--- config.mk ---
export PLATFORM = sky130hd
export DESIGN_NAME = alu_iter_unit
export DESIGN_NICKNAME = d
export VERILOG_FILES = /design/src/rtl/alu_pkg.sv /design/src/rtl/alu_comb.sv /design/src/rtl/alu_iter_unit.sv
export SDC_FILE = /design/constraint.sdc
export NUM_CORES = 1
export LEC_CHECK = 0
export CAP_MARGIN = 20
export CORE_MARGIN = 5
export CORE_UTILIZATION = 55
export CTS_CLUSTER_DIAMETER = 200
export DETAILED_ROUTE_END_ITERATION = 8
export PLACE_DENSITY_LB_ADDON = 0.08
export SLEW_MARGIN = 40
export SYNTH_ARGS = -nofsm -noshare
export SYNTH_HDL_FRONTEND = slang
export SYNTH_SLANG_ARGS = --single-unit
--- constraint.sdc ---
create_clock -name clk -period 2.1 [get_ports clk]
set_input_delay 0.42 -clock clk [delete_from_list [all_inputs] [get_ports clk]]
set_output_delay 0.42 -clock clk [all_outputs]
set_load 0.02 [all_outputs]
--- src/rtl/alu_pkg.sv ---
// Shared ALU definitions: operation codes used by the ALU controller and the
// iterative unit, plus the sequencer state encoding.
package alu_pkg;

    localparam logic [3:0] OP_AND = 4'b0000;
    localparam logic [3:0] OP_OR  = 4'b0001;
    localparam logic [3:0] OP_ADD = 4'b0010;
    localparam logic [3:0] OP_XOR = 4'b0011;
    localparam logic [3:0] OP_SLL = 4'b0100;
    localparam logic [3:0] OP_SRL = 4'b0101;
    localparam logic [3:0] OP_SRA = 4'b0111;
    localparam logic [3:0] OP_EQ  = 4'b1000;
    localparam logic [3:0] OP_SLT = 4'b1100;

    localparam int SHAMT_W = 5;

    typedef enum logic [1:0] {
        ST_IDLE  = 2'd0,
        ST_SHIFT = 2'd1,
        ST_DONE  = 2'd2
    } alu_state_e;

    function automatic logic is_shift_op(input logic [3:0] op);
        return (op == OP_SLL) || (op == OP_SRL) || (op == OP_SRA);
    endfunction

endpackage

--- src/rtl/alu_comb.sv ---
// Single-cycle ALU operations; shifts and unknown codes produce 0 here and are
// handled by the iterative sequencer in the parent.
module alu_comb
    import alu_pkg::*;
#(
    parameter int DATA_W = 32
) (
    input  logic [3:0]        op_i,
    input  logic [DATA_W-1:0] a_i,
    input  logic [DATA_W-1:0] b_i,
    output logic [DATA_W-1:0] y_o
);

    always_comb begin
        y_o = '0;
        case (op_i)
            OP_AND: y_o = a_i & b_i;
            OP_OR:  y_o = a_i | b_i;
            OP_ADD: y_o = a_i + b_i;
            OP_XOR: y_o = a_i ^ b_i;
            OP_EQ:  y_o = {{(DATA_W-1){1'b0}}, (a_i == b_i)};
            OP_SLT: y_o = {{(DATA_W-1){1'b0}}, ($signed(a_i) < $signed(b_i))};
            default: y_o = '0;
        endcase
    end

endmodule

--- src/rtl/alu_iter_unit.sv ---
// ALU with a one-bit-per-cycle shifter: single-cycle ops finish in one edge,
// shifts by n take n extra edges. Valid/ready handshake on both sides.
module alu_iter_unit
    import alu_pkg::*;
#(
    parameter int DATA_W = 32
) (
    input  logic              clk,
    input  logic              reset_n,
    input  logic              flush,
    input  logic              in_valid,
    output logic              in_ready,
    input  logic [3:0]        Operation,
    input  logic [DATA_W-1:0] SrcA,
    input  logic [DATA_W-1:0] SrcB,
    output logic              out_valid,
    input  logic              out_ready,
    output logic [DATA_W-1:0] ALUResult,
    output logic              Zero,
    output logic              busy
);

    alu_state_e          state_q, state_d;
    logic [DATA_W-1:0]   res_q, res_d;
    logic [SHAMT_W-1:0]  cnt_q, cnt_d;
    logic [3:0]          op_q, op_d;
    logic [DATA_W-1:0]   comb_y;
    logic [SHAMT_W-1:0]  shamt;

    assign shamt = SrcB[SHAMT_W-1:0];

    alu_comb #(.DATA_W(DATA_W)) u_comb (
        .op_i (Operation),
        .a_i  (SrcA),
        .b_i  (SrcB),
        .y_o  (comb_y)
    );

    always_comb begin
        state_d = state_q;
        res_d   = res_q;
        cnt_d   = cnt_q;
        op_d    = op_q;
        if (flush) begin
            state_d = ST_IDLE;
            cnt_d   = '0;
        end else begin
            case (state_q)
                ST_IDLE: begin
                    if (in_valid) begin
                        op_d = Operation;
                        if (is_shift_op(Operation)) begin
                            res_d = SrcA;
                            if (shamt != '0) begin
                                cnt_d   = shamt;
                                state_d = ST_SHIFT;
                            end else begin
                                state_d = ST_DONE;
                            end
                        end else begin
                            res_d   = comb_y;
                            state_d = ST_DONE;
                        end
                    end
                end
                ST_SHIFT: begin
                    // SRA: the MSB never changes while shifting right, so it
                    // still holds the original SrcA[31] on every step.
                    case (op_q)
                        OP_SLL:  res_d = {res_q[DATA_W-2:0], 1'b0};
                        OP_SRL:  res_d = {1'b0, res_q[DATA_W-1:1]};
                        default: res_d = {res_q[DATA_W-1], res_q[DATA_W-1:1]};
                    endcase
                    cnt_d = cnt_q - 1'b1;
                    if (cnt_q == SHAMT_W'(1)) state_d = ST_DONE;
                end
                ST_DONE: begin
                    if (out_ready) state_d = ST_IDLE;
                end
                default: state_d = ST_IDLE;
            endcase
        end
    end

    always_ff @(posedge clk or negedge reset_n) begin
        if (!reset_n) begin
            state_q <= ST_IDLE;
            res_q   <= '0;
            cnt_q   <= '0;
            op_q    <= OP_AND;
        end else begin
            state_q <= state_d;
            res_q   <= res_d;
            cnt_q   <= cnt_d;
            op_q    <= op_d;
        end
    end

    assign in_ready  = (state_q == ST_IDLE);
    assign out_valid = (state_q == ST_DONE);
    assign busy      = (state_q != ST_IDLE);
    assign ALUResult = res_q;
    assign Zero      = (res_q == '0);

endmodule

==> results of run 1 <==
## metrics by stage
stage	TNS [ns]	instances	hold slack, ns	area (sq um)
floorplan	-1.16	889	0.124	6600
global placement	-23.98	1343	0.457	9590
detailed placement	-26.02	1343	0.473	9590
CTS	-2.38	1388	0.220	10800
## logic make-up after synthesis
| kind of cell | after synthesis | synth area share (%) |
|---|---|---|
| AOI/OAI and AO/OA | 284 | 29.7 |
| xor gates and xnor gates | 25 | 3.44 |
| adders and majority gates | 99 | 19.6 |
| buffers and inverters | 137 | 8.40 |
| DFF | 43 | 16.9 |
| muxes | 7 | 1.16 |
| and+or+nand+nor | 294 | 20.8 |
## cells in the mapped netlist (3+ instances only)
cell type and instances:
nand2_1 100, nor2_1 100, ha_1 98, inv_1 86, o21ai_0 77, a21oi_1 69, dfrtp_1 43, clkbuf_1 34
o21ai_1 22, nand3_1 20, a31oi_1 19, nor4_1 18, xnor2_1 18, a221oi_1 15, nor3_1 13, a21o_1 11
buf_2 11, nor2b_1 10, o21bai_1 10, and3_1 7, nand4_1 7, o211ai_1 7, xor2_1 7, a22oi_1 6
o2111ai_1 6, a21oi_2 5, buf_1 5, nand2b_1 5, a221o_1 4, mux2i_1 4, o21a_1 4, o31ai_1 4
a22o_1 3
## repair_timing
action	CTS
hold buffers	0
gates cloned	0
resized for setup	409
pin swaps	121
endpoints found under the setup margin	36
buffers inserted	40
==> results.json, run 1 <==
{
  "status": "did not finish",
  "failing_step": "global routing (5_1_grt)",
  "toolErrorMsg": "[ERROR DPL-0038] Utilization greater than 100%, impossible to legalize",
  "grt_max_degree": 44,
  "synth_top_area_share_pct": 19.2,
  "synth_area_leaders": "ha_1 (19%), dfrtp_1 (17%), o21ai_0 (6.0%)",
  "synth_cell_type_count": 66,
  "yosys_most_used_dff": "dfrtp_1",
  "worst_endpoint_kind": "register input",
  "yosys_warnings": 0,
  "async_reset_ff_share_pct": 100,
  "die_h_microns": 118,
  "rows": 39,
  "num_io_pins": 109,
  "start_util_pct": 56.0,
  "htree_num_levels": 2,
  "synth-seq-cells": 43,
  "yosysSeqAreaShare_pct": 16.9,
  "io_buffers": 108,
  "clock_sinks": 43,
  "avgSynthCellArea_sq_um": 7.17,
  "syn_inst": 889,
  "synth_edf_count": 0,
  "synth_top_area_cell": "ha_1",
  "synth.cell_area_sq_um": 6370,
  "cts_buffer_depth": 2,
  "place.gp.congestion": 1.04,
  "synth_nets": 1061,
  "worst_endpoint": "ALUResult[30]$_DFFE_PN0P_/D",
  "post-dp-hpwl_mm": 20.1,
  "numCtsBuffers": 5,
  "clock-root-buffer": "clkbuf_16",
  "pre_cts_ws_ns": -0.950,
  "die_w_microns": 118
}
==> run 2, diff against run 1 <==
--- a/config.mk
+++ b/config.mk
@@ -7,10 +7,9 @@
 export LEC_CHECK = 0
 export CAP_MARGIN = 20
 export CORE_MARGIN = 5
-export CORE_UTILIZATION = 55
-export CTS_CLUSTER_DIAMETER = 200
+export CORE_UTILIZATION = 40
 export DETAILED_ROUTE_END_ITERATION = 8
-export PLACE_DENSITY_LB_ADDON = 0.08
+export PLACE_DENSITY_LB_ADDON = 0.15
 export SLEW_MARGIN = 40
 export SYNTH_ARGS = -nofsm -noshare
 export SYNTH_HDL_FRONTEND = slang
==> results.json, run 2 <==
{
  "grt_usage_pct": 26.0,
  "hp-class": "in2async",
  "holdBufCountCts": 0,
  "synth_top_area_cell": "ha_1",
  "htree_num_levels": 2,
  "nNetsFinal": 1431,
  "yosysSeqAreaShare_pct": 16.9,
  "synth_nets": 1061,
  "final_common_cell": "buf_4",
  "dpl-instance-area_sq_um": 9810,
  "hold_viol": 0,
  "design_area_sq_um": 11200,
  "avgSynthCellArea_sq_um": 7.17,
  "ir_worst_vdd_v": 0.000391,
  "synth_edf_count": 0,
  "clock_sinks": 43,
  "synth.cell_area_sq_um": 6370,
  "timing.max_cap.violations": 0,
  "largest_reg_flops": 32,
  "drc_errors": 0,
  "place.gp.congestion": 0.917,
  "period_minus_slack_ns": 2.34,
  "first_iter_violations": 580,
  "drive_above_1_share_pct": 48.4,
  "power_leakage_nw": 5.01,
  "synth_cell_type_count": 66,
  "post-place-cells": 1431,
  "die_w_microns": 136,
  "status": "complete, but fails checks",
  "synth-seq-cells": 43,
  "async_reset_ff_share_pct": 100,
  "routed_via_density": 5.38,
  "wl_mm": 25.3,
  "path_common_cell": "a21oi_4",
  "dieArea_sq_um": 18600,
  "powerDensity_nw_per_um2": 499,
  "coreArea_sq_um": 15800,
  "rows": 46,
  "io_buffers": 108,
  "setup_ws_ns": -0.242,
  "tightest_slew_ns": 0.755,
  "max_stage_delay_ns": 0.38,
  "worst_setup_path_end_kind": "flop",
  "firstDrtPassIters": 5,
  "cp_slowest_cell": "fa_2",
  "critPathArrivalTime_ns": 2.54,
  "final_cells": 1476,
  "antenna_found_initial": 0,
  "layout_common_cells": "buf_4 (280), nor2_1 (91), nand2_1 (89), o21ai_0 (60), inv_2 (55)",
  "grt_pass1_wl_mm": 38.6,
  "synth_top_area_share_pct": 19.2,
  "clock-root-buffer": "clkbuf_16",
  "max_freq_mhz": 427,
  "yosys_most_used_dff": "dfrtp_1",
  "nFillCells": 1301,
  "rsz0062_at_grt": "yes",
  "setup_viol": 20,
  "worstSetupPathType": "in2reg",
  "start_util_pct": 40.4,
  "violations": "negative setup slack",
  "area.growth.synth_to_final_pct": 75.3,
  "grt_max_degree": 44,
  "post-dp-hpwl_mm": 19.0,
  "synth_common_cells": "nand2_1 (100), nor2_1 (100), ha_1 (98)",
  "grt_pass1_vias": 7544,
  "setup.worst_path.start_class": "primary input",
  "die_h_microns": 136,
  "cts_buffer_depth": 2,
  "cp_max_fo": 4,
  "yosys_warnings": 0,
  "crit_family": "compound AO/OA/AOI/OAI gates",
  "syn_inst": 889,
  "clk_pin_slew_ns": 0.07,
  "synth_area_leaders": "ha_1 (19%), dfrtp_1 (17%), o21ai_0 (6.0%)",
  "fin_crit_sh_pct": 112,
  "wl_per_cell_microns": 17.1,
  "antenna_left": 0,
  "worstPathBufferInverterCount": 3,
  "cp_cell_sequence": "buf_8 -> ha_4 -> fa_2 -> a21oi_4 -> o211ai_2 -> o2111ai_4 -> a21oi_4 -> buf_4 -> buf_6 -> o211ai_1 -> xnor2_1 -> nand2_1 -> a31oi_2",
  "grt-ovfl-total": 0,
  "diodes": 0,
  "skew_ns": 0.00536,
  "maxSlewViolCount": 0,
  "vias": 7942,
  "required_ns": 2.29,
  "cts_tree": "built",
  "numCtsBuffers": 5,
  "max_slew_margin_pct": 49.1,
  "num_io_pins": 109,
  "clk-insertion-delay-late_ns": 0.29
}
-- run 2: cell counts after synthesis --
Identical to the previous run, type by type.
-- run 2: logic make-up (layout without fill, tap and decap cells) --
| group | count (synthesis) | count (layout) | synth area share [%] |
|---|---|---|---|
| AND/OR/NAND/NOR | 294 | 294 | 20.8 |
| XOR/XNOR | 25 | 25 | 3.44 |
| adder cells (fa/ha/maj) | 99 | 99 | 19.6 |
| flip-flops | 43 | 43 | 16.9 |
| AO/OA/AOI/OAI | 284 | 284 | 29.7 |
| multiplexers | 7 | 7 | 1.16 |
| buffers and inverters | 137 | 508 | 8.40 |
-- run 2: final timing paths --
kind	from	end	slack, ns	cells past startpoint
min reg2reg	op_q[3]	op_q[3]	0.48	2
min in group clk	op_q[3]	op_q[3]	0.48	2
max reg2reg	op_q[1]	ALUResult[27]	0.02	8
max	SrcB[0]	ALUResult[18]	-0.24	13
min	reset_n	cnt_q[3]	0.21	2
max in group asynchronous	reset_n	state_q[1]	1.48	2
-- run 2: area by class of cell --
type                    count  area [sq um]  area share (%)
flip-flops and latches     43          1080            9.64
inverters                  86           360            3.23
clock buffers               5           125            1.12
repair buffers            414          3390            30.4
well taps                 216           270            2.42
multi-input cells         709          5920            53.0
clock inverters             3          23.8           0.213
-- run 2: layer usage --
| metal | vias up | wire length (microns) | GRT usage, % |
|---|---|---|---|
| li1 | 3835 | - | - |
| met1 | 3733 | 11200 | 37.5 |
| met2 | 334 | 11700 | 42.4 |
| met3 | 40 | 1840 | 2.48 |
| met4 | 0 | 473 | 4.82 |
| met5 | - | 0 | 0 |
-- run 2: repair_timing --
item                       in CTS  in global routing
setup endpoints to repair      37                 37
setup buffers                  26                 18
gates resized for setup       360                155
pin swaps                      87                 97
-- run 2: power breakdown --
group | switching (W) | internal (W) | leakage, nW | total, W
registers | 0.000149 | 0.00102 | 0.533 | 0.00117
logic | 0.00184 | 0.00176 | 4.41 | 0.00360
clock network | 0.000364 | 0.000446 | 0.0664 | 0.000809
total | 0.00235 | 0.00322 | 5.01 | 0.00557
-- run 2: stage by stage --
step	hold slack (ns)	worst slack [ns]	util [%]	setup TNS, ns	power, W
2_1_floorplan	0.124	-0.235	-	-1.16	0.00262
3_3_place_gp	0.463	-0.911	62.2	-26.08	0.00425
3_5_place_dp	0.466	-0.963	62.2	-26.64	0.00429
4_1_cts	0.231	-0.235	68.3	-1.47	0.00535
5_1_grt	0.274	-0.342	70.8	-4.32	0.00590
6_report	0.214	-0.242	70.8	-2.48	0.00557
(Power assumes the default switching activity.)
==> run 3, diff against run 2 <==
--- a/config.mk
+++ b/config.mk
@@ -10,7 +10,7 @@
 export CORE_UTILIZATION = 40
 export DETAILED_ROUTE_END_ITERATION = 8
 export PLACE_DENSITY_LB_ADDON = 0.15
-export SLEW_MARGIN = 40
+export SLEW_MARGIN = 15
 export SYNTH_ARGS = -nofsm -noshare
 export SYNTH_HDL_FRONTEND = slang
 export SYNTH_SLANG_ARGS = --single-unit
==> results of run 3 <==
Same layout as run 2: the final DEF is identical, and so are final timing and power.
==> RTL change 1, RTL diff (settings of run 2) <==
`res_q` no longer has a reset.
--- a/src/rtl/alu_iter_unit.sv
+++ b/src/rtl/alu_iter_unit.sv
@@ -87,3 +87,2 @@
             state_q <= ST_IDLE;
-            res_q   <= '0;
             cnt_q   <= '0;
@@ -92,3 +91,2 @@
             state_q <= state_d;
-            res_q   <= res_d;
             cnt_q   <= cnt_d;
@@ -96,2 +94,6 @@
         end
+    end
+
+    always_ff @(posedge clk) begin
+        res_q <= res_d;
     end
Function: changed (Yosys sat finds a counterexample within 4 cycles, from zero or initial values and one cycle with reset_n low).
==> RTL change 1 against run 2 <==
  * The flow still finishes with violations (setup timing)
  * Sequential share of layout area rose by 1.0 points
  * Combinational power fell by 24%
  * Total power shrank 14%
  * Synthesized area is 0.41% lower
  * Clock skew grew 0.0014 ns
  * Highest routed layer unchanged
  * Worst setup slack got worse by 0.17 ns
  * Cell area increased by 3.8%
  * Routed wire length rose by 4.7%
  * Sequential cell count unchanged
  * Clock power increased by 20%
  * First-iteration DRC count increased by 19%
  * Synthesized cell count decreased by 3.7%
==> RTL change 1: results (changes against run 2) <==
outcome:
  outcome: "finished, violations left"
  violations: "setup timing"
grt:
  grt_max_degree: 23  # -48%
  track_usage: 0.272  # +0.0121
  grt_pass1_wl_mm: 40.4  # +4.5%
  grt_pass1_vias: 7968  # +5.6%
cells_and_area:
  drive_gt1_frac: 0.489  # +0.00464
  fill_cells: 1184  # -9.0%
  largest_reg_flops: 32  # unchanged
yosys:
  synthTopCellsByArea: "ha_1, edfxtp_1, a21oi_1, nand2_1, inv_1"
  synth-async-reset-ratio: 0.256  # -0.744
  syn_inst: 856  # -3.7%
  syn-num-nets: 1028  # -3.1%
  synthDistinctLibCells: 64  # -3.0%
  synth_flop_cell: "edfxtp_1"
  synth_commonest_cells: "ha_1, nand2_1, a21oi_1"
  seq_area_frac_synth: 0.195  # +0.0259
  yosys_warnings: 0  # unchanged
  synth_edf_count: 32  # +32
cts:
  clk_pin_slew_worst_paths_ns: 0.07  # about the same
  cts_buffers: 5  # unchanged
worst_setup_path:
  timing.rr.end: "ALUResult[10]"
  reg2regPathDepth: 7  # -1
  slowest_stage: "a2111oi_4"
  r2r_start: "state_q[0]"
  rrSetupSlack_ns: 0.09  # +0.07 ns
  crit_arrival_ns: 2.55  # about the same
  cpPeakStageDelay_ns: 0.39
  crit_path_max_fanout: 3  # -1
place:
  place_congestion: 0.930  # +1.5%
  placed_cells: 1401  # -2.1%
  hpwl_mm: 19.5  # +2.4%
timing:
  layout_setup_ws_ns: -0.411  # -0.169 ns
  clock-skew-final_ns: 0.00681  # +0.00145 ns
  slew_headroom: 0.632  # +0.141
  setup_viol: 26  # +30%
  final.setup.tns_ns: -5.61  # -3.13 ns
detailed_routing:
  vias_per_cell: 5.56  # +3.3%
  wl_mm: 26.4  # +4.7%
  drt_iter0_markers: 692  # +19%
  num_vias: 8134  # +2.4%
power_and_ir_drop:
  irDropWorstVdd_mv: 0.363  # -7.1%
  cellLeakagePower_uw: 0.00520  # +3.7%
## RTL change 1: what timing repair did
item                                   4_1_cts  5_1_grt
hold buffers                                 0        0
setup endpoints to repair                   40       38
resized for setup                          338      115
endpoints found under the hold margin        0        0
pin swaps                                  110       66
setup buffers                               43       15
## RTL change 1: worst reg2reg max path: stages (launching register included)
cell and delay (ns):
dfrtp_1 0.43, inv_1 0.14, nor2_4 0.45, buf_4 0.38, a221oi_1 0.11, o21ai_0 0.13, a21oi_2 0.06, a31oi_1 0.16
## RTL change 1: cell families (layout without fill, tap and decap cells)
kind of cell / Yosys count / count (layout) / share of synthesized area
compound gates: 286 / 286 / 0.287
simple gates: 258 / 258 / 0.191
buf+inv: 137 / 527 / 0.0812
fa+ha+maj: 99 / 99 / 0.196
flops: 43 / 43 / 0.195
xor+xnor: 22 / 22 / 0.0304
mux: 11 / 11 / 0.0189
other cells: 0 / 1 / 0
## RTL change 1: layout make-up
| cell class | instances | area [um^2] | share of cell area |
|---|---|---|---|
| repair buffers | 430 | 3610 | 0.311 |
| diodes | 1 | 2.50 | 0.000216 |
| inverters | 89 | 384 | 0.0331 |
| well taps | 216 | 270 | 0.0233 |
| flip-flops and latches | 43 | 1240 | 0.107 |
| clock buffers | 8 | 179 | 0.0154 |
| multi-input cells | 676 | 5910 | 0.510 |
## RTL change 1: worst max path at each step
stage / cells past startpoint / to / slack (ns) / startpoint
2_1_floorplan: 11 / ALUResult[0] / -0.44 / SrcB[14]
3_3_place_gp: 11 / ALUResult[0] / -1.16 / SrcA[15]
3_5_place_dp: 11 / ALUResult[0] / -1.23 / SrcA[15]
4_1_cts: 12 / ALUResult[0] / -0.42 / SrcB[14]
5_1_grt: 12 / ALUResult[16] / -0.53 / SrcA[1]
6_report: 12 / ALUResult[16] / -0.41 / SrcB[0]
## RTL change 1: routing by layer
metal | GRT usage | vias to the layer above | wire length [um]
met5 | 0 | - | 0
met4 | 0.0767 | 0 | 629
met3 | 0.0333 | 51 | 1730
met2 | 0.486 | 349 | 13100
met1 | 0.343 | 3872 | 11000
li1 | - | 3862 | -
## RTL change 1: power by group
| part | total (uW) | leakage [uW] | internal (uW) | switching (uW) |
|---|---|---|---|---|
| combinational | 2720 | 0.00467 | 1370 | 1360 |
| clock | 974 | 0.0000874 | 589 | 386 |
| sequential | 1070 | 0.000444 | 1010 | 63.1 |
| total | 4770 | 0.00520 | 2960 | 1810 |
## RTL change 1: stage by stage
stage | instance area [um^2] | hold slack [ns] | worst slack, ns | utilization
after global placement | 9990 | 0.495 | -1.16 | 0.636
after CTS | 11100 | 0.478 | -0.424 | 0.706
after detailed placement | 9990 | 0.500 | -1.23 | 0.636
after global routing | 11600 | 0.501 | -0.530 | 0.738
after floorplan | 6780 | 0.124 | -0.445 | -
final | 11600 | 0.457 | -0.411 | 0.738
==> RTL change 2, RTL diff (flow settings as in run 2) <==
Made on the original files. The package constant `SHAMT_W` goes from 5 to 10.
--- a/src/rtl/alu_pkg.sv
+++ b/src/rtl/alu_pkg.sv
@@ -14,3 +14,3 @@
 
-    localparam int SHAMT_W = 5;
+    localparam int SHAMT_W = 10;
 
Formal check against the unedited RTL: not equivalent (Yosys sat finds a counterexample within 4 cycles, from zero or initial values and one cycle with reset_n low).
==> RTL change 2 against run 2 <==
  * The run still ends with setup timing left
  * Clock skew hardly changed
  * First-iteration DRC count increased by 29%
  * Worst setup slack worse by 0.29 ns
  * Total power rose by 3.1%
  * Global-route usage hardly changed
  * Sequential cell count grew 5
  * Final cell count up 2.2%
  * Synthesized area grew 3.2%
  * Largest power group unchanged
  * Clock power rose by 35%
  * Routed wire length up 4.7%
  * Cell area grew 1.6%
==> RTL change 2: results (changes against run 2) <==
power_and_ir_drop:
  irDropWorstVdd_mv: 0.365  # -6.5%
  p_sw_frac: 0.399  # -0.0232
  cellLeakagePower_uw: 0.00518  # +3.4%
timing:
  setup_viol: 24  # +20%
  layout_setup_ws_ns: -0.537  # -0.295 ns
  final.setup.tns_ns: -6.68  # -4.19 ns
  clock-skew-final_ns: 0.00545  # +0.0000860 ns
  tightest_slew_ns: 0.577  # -0.178 ns
yosys:
  syn-num-nets: 1107  # +4.3%
  synthTopCellsByArea: "ha_1, dfrtp_1, o21ai_0, nor2_1, nand2_1"
  synth_commonest_cells: "nor2_1, nand2_1, ha_1"
  seq_area_frac_synth: 0.183  # +0.0138
  synthDistinctLibCells: 65  # -1.5%
grt:
  grt_max_degree: 38  # -14%
  grt_pass1_wl_mm: 41.6  # +7.8%
  track_usage: 0.260  # about the same
worst_setup_path:
  crit_arrival_ns: 2.87  # +0.33 ns
  crit_path_max_fanout: 3  # -1
  timing.rr.end: "ALUResult[26]"
place:
  place_congestion: 0.957  # +4.4%
detailed_routing:
  num_vias: 8334  # +4.9%
  drt_iter0_markers: 746  # +29%
  wl_mm: 26.4  # +4.7%
outcome:
  violations: "setup timing"
  outcome: "finished, violations left"
cells_and_area:
  nets: 1464  # +2.3%
  fill_cells: 1303  # +0.15%
[RTL change 2: worst max-delay path by stage]
stage,startpoint,slack [ns],to
finish,SrcB[0],-0.54,ALUResult[30]
global route,SrcB[0],-0.62,ALUResult[30]
CTS,SrcB[0],-0.61,ALUResult[30]
detailed placement,SrcA[0],-1.30,ALUResult[30]
global placement,SrcA[0],-1.24,ALUResult[30]
floorplan,SrcA[0],-0.50,ALUResult[30]
[RTL change 2: timing repair]
item	CTS	global route
gates resized for setup	314	91
pin swaps	98	84
setup endpoints to repair	46	41
setup buffers	28	5
endpoints found under the hold margin	0	0
[RTL change 2: stage by stage]
stage	setup slack, ns	instance area (um^2)	cells	utilization	hold WS [ns]
2_1_floorplan	-0.497	6930	935	-	0.124
3_3_place_gp	-1.24	10100	1472	0.630	0.438
6_report	-0.537	11300	1509	0.709	0.108
5_1_grt	-0.622	11300	1509	0.709	0.141
3_5_place_dp	-1.30	10100	1472	0.630	0.447
4_1_cts	-0.610	11000	1505	0.686	0.121
[RTL change 2: power by group through the flow]
stage,Sequential [uW],Combinational (uW),Clock [uW]
2_1_floorplan,1450,1220,0
3_3_place_gp,1220,3000,0
3_5_place_dp,1220,3030,0
4_1_cts,1210,3260,1090
5_1_grt,1240,3680,1130
6_report,1220,3440,1090
[RTL change 2: cell families (layout without fill, tap and decap cells)]
logic type / count (synthesis) / after routing / share of synthesized area
buffers and inverters: 138 / 496 / 0.0803
AO/OA/AOI/OAI: 297 / 297 / 0.283
AND/OR/NAND/NOR: 323 / 323 / 0.222
flip-flops: 48 / 48 / 0.183
adder cells (fa/ha/maj): 99 / 99 / 0.190
multiplexers: 6 / 6 / 0.00970
XOR/XNOR: 24 / 24 / 0.0320
[RTL change 2: layout make-up]
class | instances | share of cell area
clock buffer | 5 | 0.0110
clock inverter | 3 | 0.00607
inverter | 82 | 0.0307
multi-input combinational | 749 | 0.522
sequential | 48 | 0.106
tap | 216 | 0.0238
timing repair buffer | 406 | 0.300
[RTL change 2: metal layers]
layer  track usage  share of wire
met2         0.446           0.48
met3        0.0341          0.069
met1         0.336           0.42
met5             0              0
met4        0.0900          0.028
